[config.mk]
export PLATFORM = sky130hd
export DESIGN_NAME = l2_port_arbiter_flat
export DESIGN_NICKNAME = d
export VERILOG_FILES = /design/src/rtl/l2_port_arbiter_if.sv /design/src/rtl/l2_port_arbiter.sv /design/src/flat_wrapper.sv
export SDC_FILE = /design/constraint.sdc
export NUM_CORES = 1
export LEC_CHECK = 0
export CAP_MARGIN = 5
export CORE_AREA = 2 2 568 570
export DETAILED_ROUTE_END_ITERATION = 6
export DIE_AREA = 0 0 570 572
export PLACE_DENSITY = 0.35
export SLEW_MARGIN = 20
export SYNTH_ARGS = -nofsm -noshare
export SYNTH_HDL_FRONTEND = slang
export SYNTH_SLANG_ARGS = --single-unit
[constraint.sdc]
create_clock -name clk -period 2.23 [get_ports clk]
set_input_delay 0.446 -clock clk [delete_from_list [all_inputs] [get_ports clk]]
set_output_delay 0.446 -clock clk [all_outputs]
set_load 0.02 [all_outputs]
[src/rtl/l2_port_arbiter_if.sv]
// Bundles the I-cache, D-cache and L2 sides of the shared L2 port.
// The arbiter connects through the slave modport; the L1/L2 environment uses master.
interface l2_port_arbiter_if #(
    parameter int ADDR_W = 32,
    parameter int LINE_W = 256,
    parameter int BE_W   = 32
);
    logic              i_read;
    logic [ADDR_W-1:0] i_address;
    logic [LINE_W-1:0] i_rdata;
    logic              i_resp;

    logic              d_read;
    logic              d_write;
    logic [ADDR_W-1:0] d_address;
    logic [LINE_W-1:0] d_wdata;
    logic [BE_W-1:0]   d_byte_enable;
    logic [LINE_W-1:0] d_rdata;
    logic              d_resp;

    logic              l2_read;
    logic              l2_write;
    logic [ADDR_W-1:0] l2_address;
    logic [LINE_W-1:0] l2_wdata;
    logic [BE_W-1:0]   l2_byte_enable;
    logic [LINE_W-1:0] l2_rdata;
    logic              l2_resp;

    logic              busy;

    modport slave (
        input  i_read, i_address, d_read, d_write, d_address, d_wdata, d_byte_enable,
               l2_rdata, l2_resp,
        output i_rdata, i_resp, d_rdata, d_resp, l2_read, l2_write, l2_address,
               l2_wdata, l2_byte_enable, busy
    );

    modport master (
        output i_read, i_address, d_read, d_write, d_address, d_wdata, d_byte_enable,
               l2_rdata, l2_resp,
        input  i_rdata, i_resp, d_rdata, d_resp, l2_read, l2_write, l2_address,
               l2_wdata, l2_byte_enable, busy
    );
endinterface

[src/rtl/l2_port_arbiter.sv]
// Round-robin arbiter sharing one line-granular L2 port between the L1 I-cache and D-cache.
// One transaction in flight; the granted request is latched and held on L2 until l2_resp.
module l2_port_arbiter #(
    parameter int ADDR_W = 32,
    parameter int LINE_W = 256,
    parameter int BE_W   = 32
) (
    input  logic             clk,
    input  logic             rst,
    l2_port_arbiter_if.slave bus
);
    typedef enum logic [1:0] {
        IDLE    = 2'd0,
        SERVE_I = 2'd1,
        SERVE_D = 2'd2,
        DONE    = 2'd3
    } state_t;

    state_t            state_r;
    state_t            state_next_s;
    logic              last_d_r;
    logic              grant_i_s;
    logic              grant_d_s;
    logic              d_pend_s;
    logic              rd_r;
    logic              wr_r;
    logic              rd_next_s;
    logic              wr_next_s;
    logic [ADDR_W-1:0] addr_r;
    logic [LINE_W-1:0] wdata_r;
    logic [BE_W-1:0]   be_r;

    assign d_pend_s = bus.d_read | bus.d_write;

    // Next-state, grant decision and next strobe values.
    always_comb begin
        state_next_s = state_r;
        grant_i_s    = 1'b0;
        grant_d_s    = 1'b0;
        rd_next_s    = rd_r;
        wr_next_s    = wr_r;
        case (state_r)
            IDLE: begin
                rd_next_s = 1'b0;
                wr_next_s = 1'b0;
                if (bus.i_read && d_pend_s) begin
                    // Contest: the side that did not win last time takes it.
                    if (last_d_r) begin
                        grant_i_s = 1'b1;
                    end else begin
                        grant_d_s = 1'b1;
                    end
                end else if (bus.i_read) begin
                    grant_i_s = 1'b1;
                end else if (d_pend_s) begin
                    grant_d_s = 1'b1;
                end else begin
                    grant_i_s = 1'b0;
                    grant_d_s = 1'b0;
                end
                if (grant_i_s) begin
                    state_next_s = SERVE_I;
                    rd_next_s    = 1'b1;
                end else if (grant_d_s) begin
                    // Read and write together is treated as a write.
                    state_next_s = SERVE_D;
                    wr_next_s    = bus.d_write;
                    rd_next_s    = ~bus.d_write;
                end else begin
                    state_next_s = IDLE;
                end
            end
            SERVE_I, SERVE_D: begin
                if (bus.l2_resp) begin
                    state_next_s = DONE;
                    rd_next_s    = 1'b0;
                    wr_next_s    = 1'b0;
                end else begin
                    state_next_s = state_r;
                end
            end
            DONE: begin
                state_next_s = IDLE;
                rd_next_s    = 1'b0;
                wr_next_s    = 1'b0;
            end
            default: begin
                state_next_s = IDLE;
                rd_next_s    = 1'b0;
                wr_next_s    = 1'b0;
            end
        endcase
    end

    // State, round-robin history, registered strobes and the latched request.
    always_ff @(posedge clk) begin
        if (rst) begin
            state_r  <= IDLE;
            last_d_r <= 1'b0;
            rd_r     <= 1'b0;
            wr_r     <= 1'b0;
            addr_r   <= {ADDR_W{1'b0}};
            wdata_r  <= {LINE_W{1'b0}};
            be_r     <= {BE_W{1'b0}};
        end else begin
            state_r <= state_next_s;
            rd_r    <= rd_next_s;
            wr_r    <= wr_next_s;
            if (grant_i_s) begin
                last_d_r <= 1'b0;
                addr_r   <= bus.i_address;
                wdata_r  <= {LINE_W{1'b0}};
                be_r     <= {BE_W{1'b1}};
            end else if (grant_d_s) begin
                last_d_r <= 1'b1;
                addr_r   <= bus.d_address;
                wdata_r  <= bus.d_wdata;
                be_r     <= bus.d_write ? bus.d_byte_enable : {BE_W{1'b1}};
            end
        end
    end

    assign bus.l2_read        = rd_r;
    assign bus.l2_write       = wr_r;
    assign bus.l2_address     = addr_r;
    assign bus.l2_wdata       = wdata_r;
    assign bus.l2_byte_enable = be_r;
    assign bus.busy           = (state_r != IDLE);

    // Completion is forwarded in the same cycle as l2_resp, only to the served side.
    assign bus.i_resp  = (state_r == SERVE_I) & bus.l2_resp;
    assign bus.d_resp  = (state_r == SERVE_D) & bus.l2_resp;
    assign bus.i_rdata = bus.l2_rdata;
    assign bus.d_rdata = bus.l2_rdata;
endmodule

[src/flat_wrapper.sv]
// flat-port wrapper written by rule: the top's interface ports become plain ports
module l2_port_arbiter_flat 
#(
    parameter int ADDR_W = 32,
    parameter int LINE_W = 256,
    parameter int BE_W   = 32
)
  (clk, rst, bus_i_read, bus_i_address, bus_d_read, bus_d_write, bus_d_address, bus_d_wdata, bus_d_byte_enable, bus_l2_rdata, bus_l2_resp, bus_i_rdata, bus_i_resp, bus_d_rdata, bus_d_resp, bus_l2_read, bus_l2_write, bus_l2_address, bus_l2_wdata, bus_l2_byte_enable, bus_busy);
  l2_port_arbiter_if #(.ADDR_W(ADDR_W), .LINE_W(LINE_W), .BE_W(BE_W)) bus_i ();
  input  logic clk;
  input  logic rst;
  input wire logic [$bits(bus_i.i_read)-1:0] bus_i_read;
  input wire logic [$bits(bus_i.i_address)-1:0] bus_i_address;
  input wire logic [$bits(bus_i.d_read)-1:0] bus_d_read;
  input wire logic [$bits(bus_i.d_write)-1:0] bus_d_write;
  input wire logic [$bits(bus_i.d_address)-1:0] bus_d_address;
  input wire logic [$bits(bus_i.d_wdata)-1:0] bus_d_wdata;
  input wire logic [$bits(bus_i.d_byte_enable)-1:0] bus_d_byte_enable;
  input wire logic [$bits(bus_i.l2_rdata)-1:0] bus_l2_rdata;
  input wire logic [$bits(bus_i.l2_resp)-1:0] bus_l2_resp;
  output wire logic [$bits(bus_i.i_rdata)-1:0] bus_i_rdata;
  output wire logic [$bits(bus_i.i_resp)-1:0] bus_i_resp;
  output wire logic [$bits(bus_i.d_rdata)-1:0] bus_d_rdata;
  output wire logic [$bits(bus_i.d_resp)-1:0] bus_d_resp;
  output wire logic [$bits(bus_i.l2_read)-1:0] bus_l2_read;
  output wire logic [$bits(bus_i.l2_write)-1:0] bus_l2_write;
  output wire logic [$bits(bus_i.l2_address)-1:0] bus_l2_address;
  output wire logic [$bits(bus_i.l2_wdata)-1:0] bus_l2_wdata;
  output wire logic [$bits(bus_i.l2_byte_enable)-1:0] bus_l2_byte_enable;
  output wire logic [$bits(bus_i.busy)-1:0] bus_busy;
  assign bus_i.i_read = bus_i_read;
  assign bus_i.i_address = bus_i_address;
  assign bus_i.d_read = bus_d_read;
  assign bus_i.d_write = bus_d_write;
  assign bus_i.d_address = bus_d_address;
  assign bus_i.d_wdata = bus_d_wdata;
  assign bus_i.d_byte_enable = bus_d_byte_enable;
  assign bus_i.l2_rdata = bus_l2_rdata;
  assign bus_i.l2_resp = bus_l2_resp;
  assign bus_i_rdata = bus_i.i_rdata;
  assign bus_i_resp = bus_i.i_resp;
  assign bus_d_rdata = bus_i.d_rdata;
  assign bus_d_resp = bus_i.d_resp;
  assign bus_l2_read = bus_i.l2_read;
  assign bus_l2_write = bus_i.l2_write;
  assign bus_l2_address = bus_i.l2_address;
  assign bus_l2_wdata = bus_i.l2_wdata;
  assign bus_l2_byte_enable = bus_i.l2_byte_enable;
  assign bus_busy = bus_i.busy;
  l2_port_arbiter #(.ADDR_W(ADDR_W), .LINE_W(LINE_W), .BE_W(BE_W)) u_core (.clk(clk), .rst(rst), .bus(bus_i));
endmodule
### Word-level counts from Yosys, hierarchy flattened

Index checks and enable logic that the tools add are counted.

| word-level totals | value |
|---|---|
| register bits | 325 |
| input port bits | 614 |
| output and inout port bits | 837 |
| logic and storage cells | 48 |

| cells by class | value |
|---|---|
| equality and inequality tests | 4 |
| multiplexer cells | 27 |
| bitwise logic cells | 4 |
| reduce and logical (&&, ||, !) cells | 6 |

Operators with widths:

| operator | number |
|---|---|
| $mux W32 | 5 |
| $mux W1 | 16 |
| $mux W2 | 3 |
| $pmux W1 S3 | 2 |
| $pmux W2 S3 | 1 |
| $eq A2 B2 Y1 const B | 2 |
| $reduce_bool A2 Y1 | 2 |
| $reduce_or A2 Y1 | 2 |
| $and A1 B1 Y1 | 2 |
| $eq A2 B1 Y1 const B | 1 |
| $logic_not A2 Y1 | 1 |
| $ne A2 B2 Y1 const B | 1 |
| $logic_and A1 B1 Y1 | 1 |
| $not A1 Y1 | 1 |
| $or A1 B1 Y1 | 1 |

### Depth between registers and ports, before layout

Gate-level depths: netlist of the first run.

| depth | value |
|---|---|
| depth in word-level cells | 8 |
| gate-level depth with buffers | 8 |
| gate-level depth less buffers | 5 |

### Least setup slack after synthesis of the first run

OpenSTA, ideal clock, no wires.

| path | value |
|---|---|
| path type | reg2reg |
| start | register u_core.state_r[0] |
| end | register u_core.wdata_r[242], in the netlist u_core.bus.l2_wdata[242] |
| setup time | 0.070 ns |
| data arrival time | 1.604 ns |
| data required time | 2.160 ns |
| path slack | 0.555 ns |
| cell stages (with the launch flop) | 9 |
| path buffers | 3 |
| clock period less this slack | 1.675 ns |
| cells stage by stage | dfxtp_1 > inv_1 > ha_1 > a21bo_1 > buf_2 > buf_2 > clkbuf_1 > o21ai_1 > a21oi_1 |

| on the way | value |
|---|---|
| cells in the longest elaborated chain, start to end | 3 |
| elaborated cells on any way between the ends | 4 |
| those cells by class | mux (2); reduce/logical (2) |

Ends and longest elaborated chain:

| element | RTL line | source |
|---|---|---|
| start: declaration | l2_port_arbiter.sv:19 | `state_t state_r;` |
| start signal: assignment | l2_port_arbiter.sv:106 | `state_r <= state_next_s;` |
| $logic_not A2 Y1 * | l2_port_arbiter.sv:42 | `case (state_r)` |
| $mux W1 | l2_port_arbiter.sv:42 |  |
| $reduce_or A2 Y1 (no line) | - |  |
| end signal: assignment | l2_port_arbiter.sv:103 | `wdata_r <= {LINE_W{1'b0}};` |
| end signal: assignment | l2_port_arbiter.sv:112 | `wdata_r <= {LINE_W{1'b0}};` |
| end signal: assignment | l2_port_arbiter.sv:117 | `wdata_r <= bus.d_wdata;` |
| end: declaration | l2_port_arbiter.sv:30 | `logic [LINE_W-1:0] wdata_r;` |

Mark *: on every way between the ends. The rest lies on a longest branch, timed or not.
A chain may end at the register's enable or synchronous reset.

### Final worst setup path of the first run

| path | value |
|---|---|
| start | register u_core.wdata_r[223], in the netlist u_core.bus.l2_wdata[223] |
| end | output port bus_l2_wdata[223] |

RTL lines:

| element | RTL line | source |
|---|---|---|
| end: declaration | flat_wrapper.sv:28 | `output wire logic [$bits(bus_i.l2_wdata)-1:0] bus_l2_wdata;` |

No word-level cell between the ends.

==> flow_summary_export.csv, run 1 <==
group,metric,value,unit
grt,grt_antenna_before_repair,107,
critical_path,path_cells,"clkdlybuf4s50_1",
cts,post_cts_buffers,0,
layout,final_util,0.08279,
logic_synthesis,synth.ff_latch_count,325,
layout,multi_input_area,0.005216,sq mm
logic_synthesis,async_flop_share,0,
route,post_drt_wl_per_cell,28.44,um
cts,cts_root_buffer,"clkbuf_16",
timing,slew_violations,0,
timing,tns,0,ns
cts,cts_htree_levels,2,
route,drt_iter0_markers,971,
critical_path,worst-setup-path-type,"register to output port",
placed_design,place_ws,-0.06428,ns
critical_path,crit_required,1.78,ns
critical_path,path_max_fanout,2,
logic_synthesis,yosys.cell_types.count,30,
grt,grt_max_degree,86,
route,routed_wl,181.3,mm
route,ant_nets,0,
logic_synthesis,ys.flop_type,"dfxtp_1",
cts,cts_buffers,49,
logic_synthesis,yosysTopAreaCell,"dfxtp_1",
pwr,power,35.05,mW
timing,hold_viol,0,
layout,nNetsFinal,2734,
logic_synthesis,yosysMostFrequentCell,"buf_4",
critical_path,end_kind,"output port",
pwr,p_leak,8.722,nW
cts,clk_path_buf_depth,3,
timing,finClkSkew,0.03329,ns
grt,grt_pass1_wl,216.1,mm
worst_hold_path,min_path_type,"primary input to register",
grt,grt_pass1_vias,15720,
route,drt-pass1-iter-count,7,
critical_path,crit_arrival,1.67,ns
timing,finalSetupViolCount,0,
status,status,"finished clean",
logic_synthesis,syn-num-nets,2596,
timing,tightest_slew,0.6390,ns
layout,final-seq-area,0.006509,sq mm
placed_design,dp.cells,6266,
logic_synthesis,syn_area,0.01629,sq mm
cts,clk_latency,0.69,ns
placed_design,gp_congestion,0.7586,
route,vias_per_cell,2.457,
critical_path,worstSetupStartpointType,"register",
timing,slew_headroom,0.5740,
logic_synthesis,synth-edff-count,0,
die,initial_core_util,0.05094,
logic_synthesis,syn_avg_cell_area,8.234,sq um
cts,cts_tree,"done",
grt,grt.overflow.total,0,
cts,cts_sinks,325,
run,cap_viol_max_count,0,
timing,fin_crit,2.120,ns
placed_design,io_buffer_count,682,
timing,rsz0062_at_grt,"false",
die,row_count,208,
die,dieArea,0.3260,sq mm
die,num_io_pins,1451,
layout,final_cells,6373,
logic_synthesis,yosys_warnings,0,
die,coreArea,0.3198,sq mm
timing,fin_crit_sh,0.9506,
critical_path,cpMaxStageDelayCell,"clkdlybuf4s50_1",
logic_synthesis,synth.area.top_cells,"dfxtp_1, buf_4, nand3_1",
timing,fin_ws,0.1101,ns
critical_path,crit_family,"buffers and inverters",
logic_synthesis,synth_common_cells,"buf_4, dfxtp_1, nand3_1",
route,drcViolationCount,0,
placed_design,hpwl,160.8,mm
pwr,pwr_density_cell,1324,mW/mm^2
layout,num-fill-cells,37210,
critical_path,slowest_delay,0.63,ns
die,fp.dieH,572,um
route,vias,15660,
layout,layout-drive-gt1-share,0.1614,
grt,grt_usage,0.1070,
pwr,ir_worst_vdd,0.001132,V
logic_synthesis,syn_inst,1979,
logic_synthesis,synth.top_cell.area_share,0.3993,
logic_synthesis,synth_seq_area_share,0.3993,
die,dieWidth,570,um
cts,clk_pin_slew,0.06,ns
timing,fmaxAchievable,0.4717,GHz
layout,syn_to_final_growth,62.50,%
critical_path,critPathBufInv,1,
## state kept, by name, summed over array words and instances, names as in the netlist
| signal | flops |
|---|---|
| u_core.bus.l2_wdata | 256 |
| u_core.bus.l2_address | 32 |
| u_core.bus.l2_byte_enable | 32 |
| u_core.state_r | 2 |
| u_core.bus.l2_read | 1 |
| u_core.bus.l2_write | 1 |
| u_core.last_d_r | 1 |
## final timing paths
| check | start | end | slack (ns) | depth (start not counted) |
|---|---|---|---|---|
| worst max register to register | u_core.state_r[0] | u_core.bus.l2_wdata[56] | 0.31 | 8 |
| worst min-delay path | bus_d_wdata[230] | u_core.bus.l2_wdata[230] | 0.31 | 3 |
| worst min register to register | u_core.bus.l2_wdata[233] | u_core.bus.l2_wdata[233] | 0.47 | 2 |
| worst max-delay path | u_core.bus.l2_wdata[223] | bus_l2_wdata[223] | 0.11 | 1 |
## where the power goes
group	internal (mW)	switching, mW	leakage [nW]	total (mW)
combinational	5.70	11.7	5.14	17.4
clock	5.67	3.53	0.903	9.20
sequential	7.48	0.940	2.67	8.42
total	18.8	16.2	8.72	35.0
## cell usage in the layout (no fill, tap or decap), drive strengths merged, types with 3 or more instances in the layout
cell	synthesis	layout
clkdlybuf4s50	0	436
dfxtp	325	325
o21ai	292	292
nand3	289	289
a21oi	260	260
buf	576	218
dlygate4sd2	0	119
clkbuf	115	63
nor3	32	32
a311oi	32	32
o221a	32	32
diode	0	17
clkinv	1	13
bufinv	0	11
nand2	5	5
clkdlybuf4s15	0	5
inv	3	5
ha	3	3
## stage by stage
stage               instance area (sq um)  hold slack, ns
floorplan                           16290          0.4922
global placement                    24730          0.4632
detailed placement                  24730          0.4659
CTS                                 26430          0.1946
global route                        26450          0.2749
finish                              26480          0.3147
## repair_timing
action	CTS	global route
setup endpoints to repair	125	3
gates resized for setup	132	7
endpoints found under the hold margin	0	0
hold buffers	0	0
## kinds of logic (layout without fill, tap and decap cells)
kind of cell / after synthesis / in the layout / synth area share
flops: 325 / 325 / 0.3993
fa+ha+maj: 3 / 3 / 0.002304
other cells: 0 / 17 / 0
compound gates: 621 / 621 / 0.2119
simple gates: 335 / 335 / 0.1032
buf+inv: 695 / 872 / 0.2833
## layout make-up
class                           instances  area share
Antenna cell                           17    0.001607
Clock buffer                           63     0.05250
Clock inverter                         27     0.01734
Inverter                                4   0.0005670
Multi-Input combinational cell        959      0.1970
Sequential cell                       325      0.2458
Tap cell                             4200      0.1985
Timing Repair Buffer                  778      0.2867
## routing by layer
metal	GRT usage	wire (um)
met5	0.002792	381
met4	0.05181	9912
met3	0.1041	38930
met2	0.1745	82320
met1	0.08370	49710
Power figures use the tool's default switching activity.
==> inputs of run 2 (changes only) <==
--- a/config.mk
+++ b/config.mk
@@ -6,11 +6,13 @@
 export NUM_CORES = 1
 export LEC_CHECK = 0
 export CAP_MARGIN = 5
-export CORE_AREA = 2 2 568 570
+export CELL_PAD_IN_SITES_DETAIL_PLACEMENT = 0
+export CELL_PAD_IN_SITES_GLOBAL_PLACEMENT = 2
+export CORE_AREA = 2 2 565 567
 export DETAILED_ROUTE_END_ITERATION = 6
-export DIE_AREA = 0 0 570 572
-export PLACE_DENSITY = 0.35
-export SLEW_MARGIN = 20
+export DIE_AREA = 0 0 567 569
+export PLACE_DENSITY = 0.47
+export SLEW_MARGIN = 15
 export SYNTH_ARGS = -nofsm -noshare
 export SYNTH_HDL_FRONTEND = slang
 export SYNTH_SLANG_ARGS = --single-unit
==> run 2 against run 1 <==
Clock skew is 0.0024 ns higher. Register-to-register slack worse by 0.08 ns. First-iteration DRC count is 26% lower. Via count is 2.0% lower. Non-clock buffer count is 14 lower. Global-route usage is 0.79 points lower. Final cell count is 0.60% lower. Die area is 1.0% lower. Sequential share of layout area is 0.16 points higher. Critical endpoint is now bus_l2_wdata[186]. Largest cell class unchanged.
==> flow_summary_export.csv, run 2 (synthesized netlist as in run 1, its figures left out) <==
group,metric,value,unit
critical_path,path_max_fanout,2,
grt,grt_max_degree,74,
run,cap_viol_max_count,0,
placed_design,gp_congestion,0.7368,
timing,slew_violations,0,
critical_path,crit_required,1.78,ns
pwr,switching_share,0.4641,
worst_hold_path,min_path_type,"primary input to register",
placed_design,place_area,0.02475,sq mm
pwr,seqPwrFrac,0.248,
critical_path,critPathBufInv,1,
layout,final_util,0.08304,
cts,hold_buffers,0,
route,drcViolationCount,0,
route,post_drt_wl_per_cell,26.16,um
grt,grt_antenna_before_repair,59,
critical_path,crit_family,"buffers and inverters",
route,routed_wl,165.7,mm
cts,cts_resized,152,
cts,cts_htree_levels,2,
placed_design,dp.cells,6232,
cts,clk_latency,0.70,ns
layout,final_cells,6335,
pwr,pwr_density_cell,1283,mW/mm^2
timing,fin_crit_sh,0.9560,
cts,clk_path_buf_depth,3,
timing,hold_ws,0.3187,ns
pwr,ir_worst_vdd,0.0007674,V
timing,fin_crit,2.132,ns
cts,cts_root_buffer,"clkbuf_16",
die,row_count,207,
critical_path,slowest_delay,0.63,ns
pwr,power,33.76,mW
grt,grt_pass1_wl,203.0,mm
critical_path,worst-setup-path-type,"register to output port",
timing,finClkSkew,0.03565,ns
timing,slew_headroom,0.5550,
layout,layout-drive-gt1-share,0.1353,
layout,layout_commonest_cell,"clkdlybuf4s50_1",
critical_path,worstSetupStartpointType,"register",
critical_path,path_cells,"clkdlybuf4s50_1",
timing,rsz0062_at_grt,"false",
cts,cts_buffers,51,
die,dieArea,0.3226,sq mm
timing,tightest_slew,0.6702,ns
route,vias_per_cell,2.423,
die,num_io_pins,1451,
route,vias,15350,
pwr,p_leak,8.628,nW
die,dieWidth,567,um
layout,most-common-layout-cells,"clkdlybuf4s50_1, dfxtp_1, nand3_1, o21ai_0, a21oi_1",
cts,cts_sinks,325,
placed_design,hpwl,142.6,mm
cts,cts_tree,"done",
pwr,switchingPower,15.67,mW
route,drt_iter0_markers,717,
grt,grt_pass1_vias,16100,
placed_design,io_buffer_count,682,
layout,design_area,0.02630,sq mm
critical_path,crit_arrival,1.69,ns
pwr,pwr-share-clk,0.250,
layout,largest_reg_flops,256,
timing,hold_viol,0,
die,fp.dieH,569,um
layout,syn_to_final_growth,61.43,%
grt,grt_usage,0.09911,
cts,post_cts_buffers,0,
pwr,power_frac_comb,0.502,
pwr,p_int,18.09,mW
critical_path,end_kind,"output port",
status,status,"finished clean",
die,initial_core_util,0.05144,
timing,fmaxAchievable,0.4691,GHz
die,coreArea,0.3168,sq mm
critical_path,cpMaxStageDelayCell,"clkdlybuf4s50_1",
layout,nNetsFinal,2722,
timing,finalSetupViolCount,0,
grt,grt.overflow.total,0,
route,ant_nets,0,
cts,clk_pin_slew,0.06,ns
route,drt-pass1-iter-count,5,
==> run 2: metal layers <==
| metal | routed length, um | up-vias | track usage |
|---|---|---|---|
| li1 | - | 6686 | - |
| met1 | 49480 | 7165 | 0.08362 |
| met2 | 74660 | 1040 | 0.1591 |
| met3 | 32420 | 427 | 0.08854 |
| met4 | 8984 | 30 | 0.04985 |
| met5 | 203 | - | 0.0008925 |
==> run 2: cell type report <==
| class | instances | area (sq um) |
|---|---|---|
| Fill cell | 37010 | 290500 |
| Timing Repair Buffer | 764 | 7616 |
| Sequential cell | 325 | 6507 |
| Tap cell | 4180 | 5230 |
| Multi-Input combinational cell | 959 | 5215 |
| Clock buffer | 70 | 1470 |
| Clock inverter | 21 | 220.2 |
| Antenna cell | 12 | 30.03 |
| Inverter | 4 | 15.01 |
==> run 2: power by group through the flow <==
stage | Clock [mW] | Sequential [mW] | Combinational [mW]
2_1_floorplan | 0 | 10.3 | 6.56
3_3_place_gp | 0 | 8.48 | 18.3
3_5_place_dp | 0 | 8.51 | 18.3
4_1_cts | 8.94 | 8.39 | 17.9
5_1_grt | 9.03 | 8.58 | 18.6
6_report | 8.44 | 8.36 | 17.0
==> run 2: stage by stage <==
| stage | setup slack (ns) | setup TNS, ns |
|---|---|---|
| finish | 0.09804 | 0 |
| global route | 0.008977 | 0 |
| CTS | -0.01309 | -0.02356 |
| detailed placement | -0.1589 | -3.610 |
| global placement | -0.1488 | -3.699 |
| floorplan | 0.5551 | 0 |
==> run 2: final timing paths <==
path                              endpoint  slack [ns]  cells after the start                      from
setup / recovery         bus_l2_wdata[186]         0.1                      1  u_core.bus.l2_wdata[186]
hold reg to reg   u_core.bus.l2_wdata[216]        0.47                      2  u_core.bus.l2_wdata[216]
setup reg to reg   u_core.bus.l2_wdata[43]        0.23                      8         u_core.state_r[0]
hold / removal     u_core.bus.l2_wdata[83]        0.32                      3           bus_d_wdata[83]
==> inputs of run 3 (changes only) <==
--- a/config.mk
+++ b/config.mk
@@ -9,6 +9,7 @@
 export CELL_PAD_IN_SITES_DETAIL_PLACEMENT = 0
 export CELL_PAD_IN_SITES_GLOBAL_PLACEMENT = 2
 export CORE_AREA = 2 2 565 567
+export CTS_BUF_LIST = sky130_fd_sc_hd__clkbuf_4 sky130_fd_sc_hd__clkbuf_8 sky130_fd_sc_hd__clkbuf_16
 export DETAILED_ROUTE_END_ITERATION = 6
 export DIE_AREA = 0 0 567 569
 export PLACE_DENSITY = 0.47
==> run 3 against run 2 <==
Worst setup slack got worse by 0.0088 ns. Via count is 0.13% higher. Fmax fell by 0.41%. Critical path depth stayed put. Sequential share of layout area hardly changed. Hold slack worse by 0.0021 ns. Routed wire length hardly changed. Core utilization barely moved. Register-to-register slack barely moved.
==> flow_summary_export.csv, run 3 (synthesized netlist as in run 1, its figures left out) <==
group,metric,value,unit
status,status,"finished clean",
cts,cts_root_buffer,"clkbuf_16",
timing,tightest_slew,0.6829,ns
cts,cts_htree_levels,2,
layout,design_area,0.02634,sq mm
timing,finalSetupViolCount,0,
cts,post_cts_buffers,0,
layout,nNetsFinal,2722,
timing,hold_ws,0.3165,ns
placed_design,gp_congestion,0.7368,
timing,fin_crit_sh,0.9600,
route,vias_per_cell,2.426,
grt,grt.overflow.total,0,
layout,largest_reg_flops,256,
layout,num-fill-cells,37000,
cts,cts_buffers,51,
grt,grt_pass1_vias,16100,
grt,grt_pass1_wl,202.9,mm
worst_hold_path,whs_path_depth,3,
layout,layout-drive-gt1-share,0.1395,
die,row_count,207,
timing,hold_viol,0,
grt,grt_antenna_before_repair,58,
placed_design,io_buffer_count,682,
worst_hold_path,hold_path_startpoint,"bus_d_wdata[83]",
route,post_drt_wl_per_cell,26.17,um
layout,layout_commonest_cell,"clkdlybuf4s50_1",
route,ant_nets,0,
critical_path,cpMaxStageDelayCell,"clkdlybuf4s50_1",
critical_path,crit_family,"buffers and inverters",
critical_path,crit_required,1.78,ns
timing,fin_crit,2.141,ns
route,drt-pass1-iter-count,5,
critical_path,worstReg2RegEnd,"u_core.bus.l2_wdata[43]",
timing,slew_headroom,0.5465,
critical_path,reg2reg_from,"u_core.state_r[0]",
critical_path,worstSetupStartpointType,"register",
layout,most-common-layout-cells,"clkdlybuf4s50_1, dfxtp_1, nand3_1, o21ai_0, a21oi_1",
die,dieWidth,567,um
cts,clk_latency,0.70,ns
critical_path,slowest_delay,0.63,ns
route,routed_wl,165.8,mm
grt,grt_max_degree,74,
critical_path,rr_worst_depth,8,
worst_hold_path,min_path_type,"primary input to register",
run,cap_viol_max_count,0,
cts,clk_path_buf_depth,3,
layout,syn_to_final_growth,61.64,%
critical_path,ff2ff_setup_slack,0.23,ns
critical_path,crit_arrival,1.69,ns
timing,rsz0062_at_grt,"false",
pwr,pwr_density_cell,1287,mW/mm^2
pwr,p_leak,8.659,nW
critical_path,end_kind,"output port",
worst_hold_path,hold_path_end,"u_core.bus.l2_wdata[83]",
pwr,ir_worst_vdd,0.0007715,V
timing,tns,0,ns
route,drcViolationCount,0,
timing,finClkSkew,0.03564,ns
route,drt_iter0_markers,689,
cts,cts_tree,"done",
timing,fmaxAchievable,0.4671,GHz
die,fp.dieH,569,um
critical_path,worst-setup-path-type,"register to output port",
die,coreArea,0.3168,sq mm
die,dieArea,0.3226,sq mm
critical_path,path_max_fanout,2,
cts,hold_buffers,0,
die,num_io_pins,1451,
cts,cts_sinks,325,
die,initial_core_util,0.05144,
timing,slew_violations,0,
cts,clk_pin_slew,0.06,ns
placed_design,place_area,0.02475,sq mm
placed_design,hpwl,142.6,mm
critical_path,path_cells,"clkdlybuf4s50_1",
route,vias,15370,
grt,grt_usage,0.09910,
critical_path,critPathBufInv,1,
## run 3: cell counts in the layout (fill, tap and decap cells not counted)
No cell type changed its count.
## run 3: report_power, final
group	leakage [nW]	total [mW]	internal, mW	switching (mW)
Combinational	5.13	17.0	5.68	11.3
Sequential	2.67	8.36	7.48	0.887
Clock	0.857	8.56	5.05	3.52
Total	8.66	33.9	18.2	15.7
## run 3: cell type report
cell class	instances	area, sq um	area share
diodes	12	30.03	0.001140
clock buffers	70	1504	0.05710
clock inverters	21	220.2	0.008361
inverters	4	15.01	0.0005701
multi-input cells	959	5215	0.1980
flip-flops and latches	325	6507	0.2471
well taps	4180	5230	0.1986
repair buffers	764	7616	0.2892
## run 3: per-stage QoR
step,power [mW],util,instances,worst slack (ns)
after floorplan,16.82,-,1979,0.5551
after global placement,26.79,0.07812,6232,-0.1488
after detailed placement,26.77,0.07812,6232,-0.1589
after CTS,35.30,0.08305,6323,-0.01309
after global routing,36.33,0.08306,6324,0.008977
final,33.89,0.08315,6335,0.08928
## run 3: worst max path at each step
| stage | to | cells after the start | slack [ns] | start |
|---|---|---|---|---|
| CTS | bus_busy | 4 | -0.01 | u_core.state_r[1] |
| floorplan | u_core.bus.l2_wdata[242] | 8 | 0.56 | u_core.state_r[0] |
| global placement | u_core.bus.l2_wdata[78] | 7 | -0.15 | bus_i_read |
| global route | bus_l2_address[5] | 1 | 0.009 | u_core.bus.l2_address[5] |
| finish | bus_l2_wdata[186] | 1 | 0.09 | u_core.bus.l2_wdata[186] |
| detailed placement | u_core.bus.l2_wdata[78] | 7 | -0.16 | bus_i_read |
## run 3: per-layer routing
layer  wire (um)  share of wire  GRT usage
met5         194         0.0012  0.0008925
met4        8835          0.053    0.04902
met3       32210           0.19    0.08798
met2       74850           0.45     0.1595
met1       49710           0.30    0.08397
## run 3: what timing repair did
item / in CTS / in global routing
resized for setup: 152 / 1
hold endpoints to repair: 0 / 0
endpoints found under the setup margin: 149 / 1
pin swaps: 0 / 0
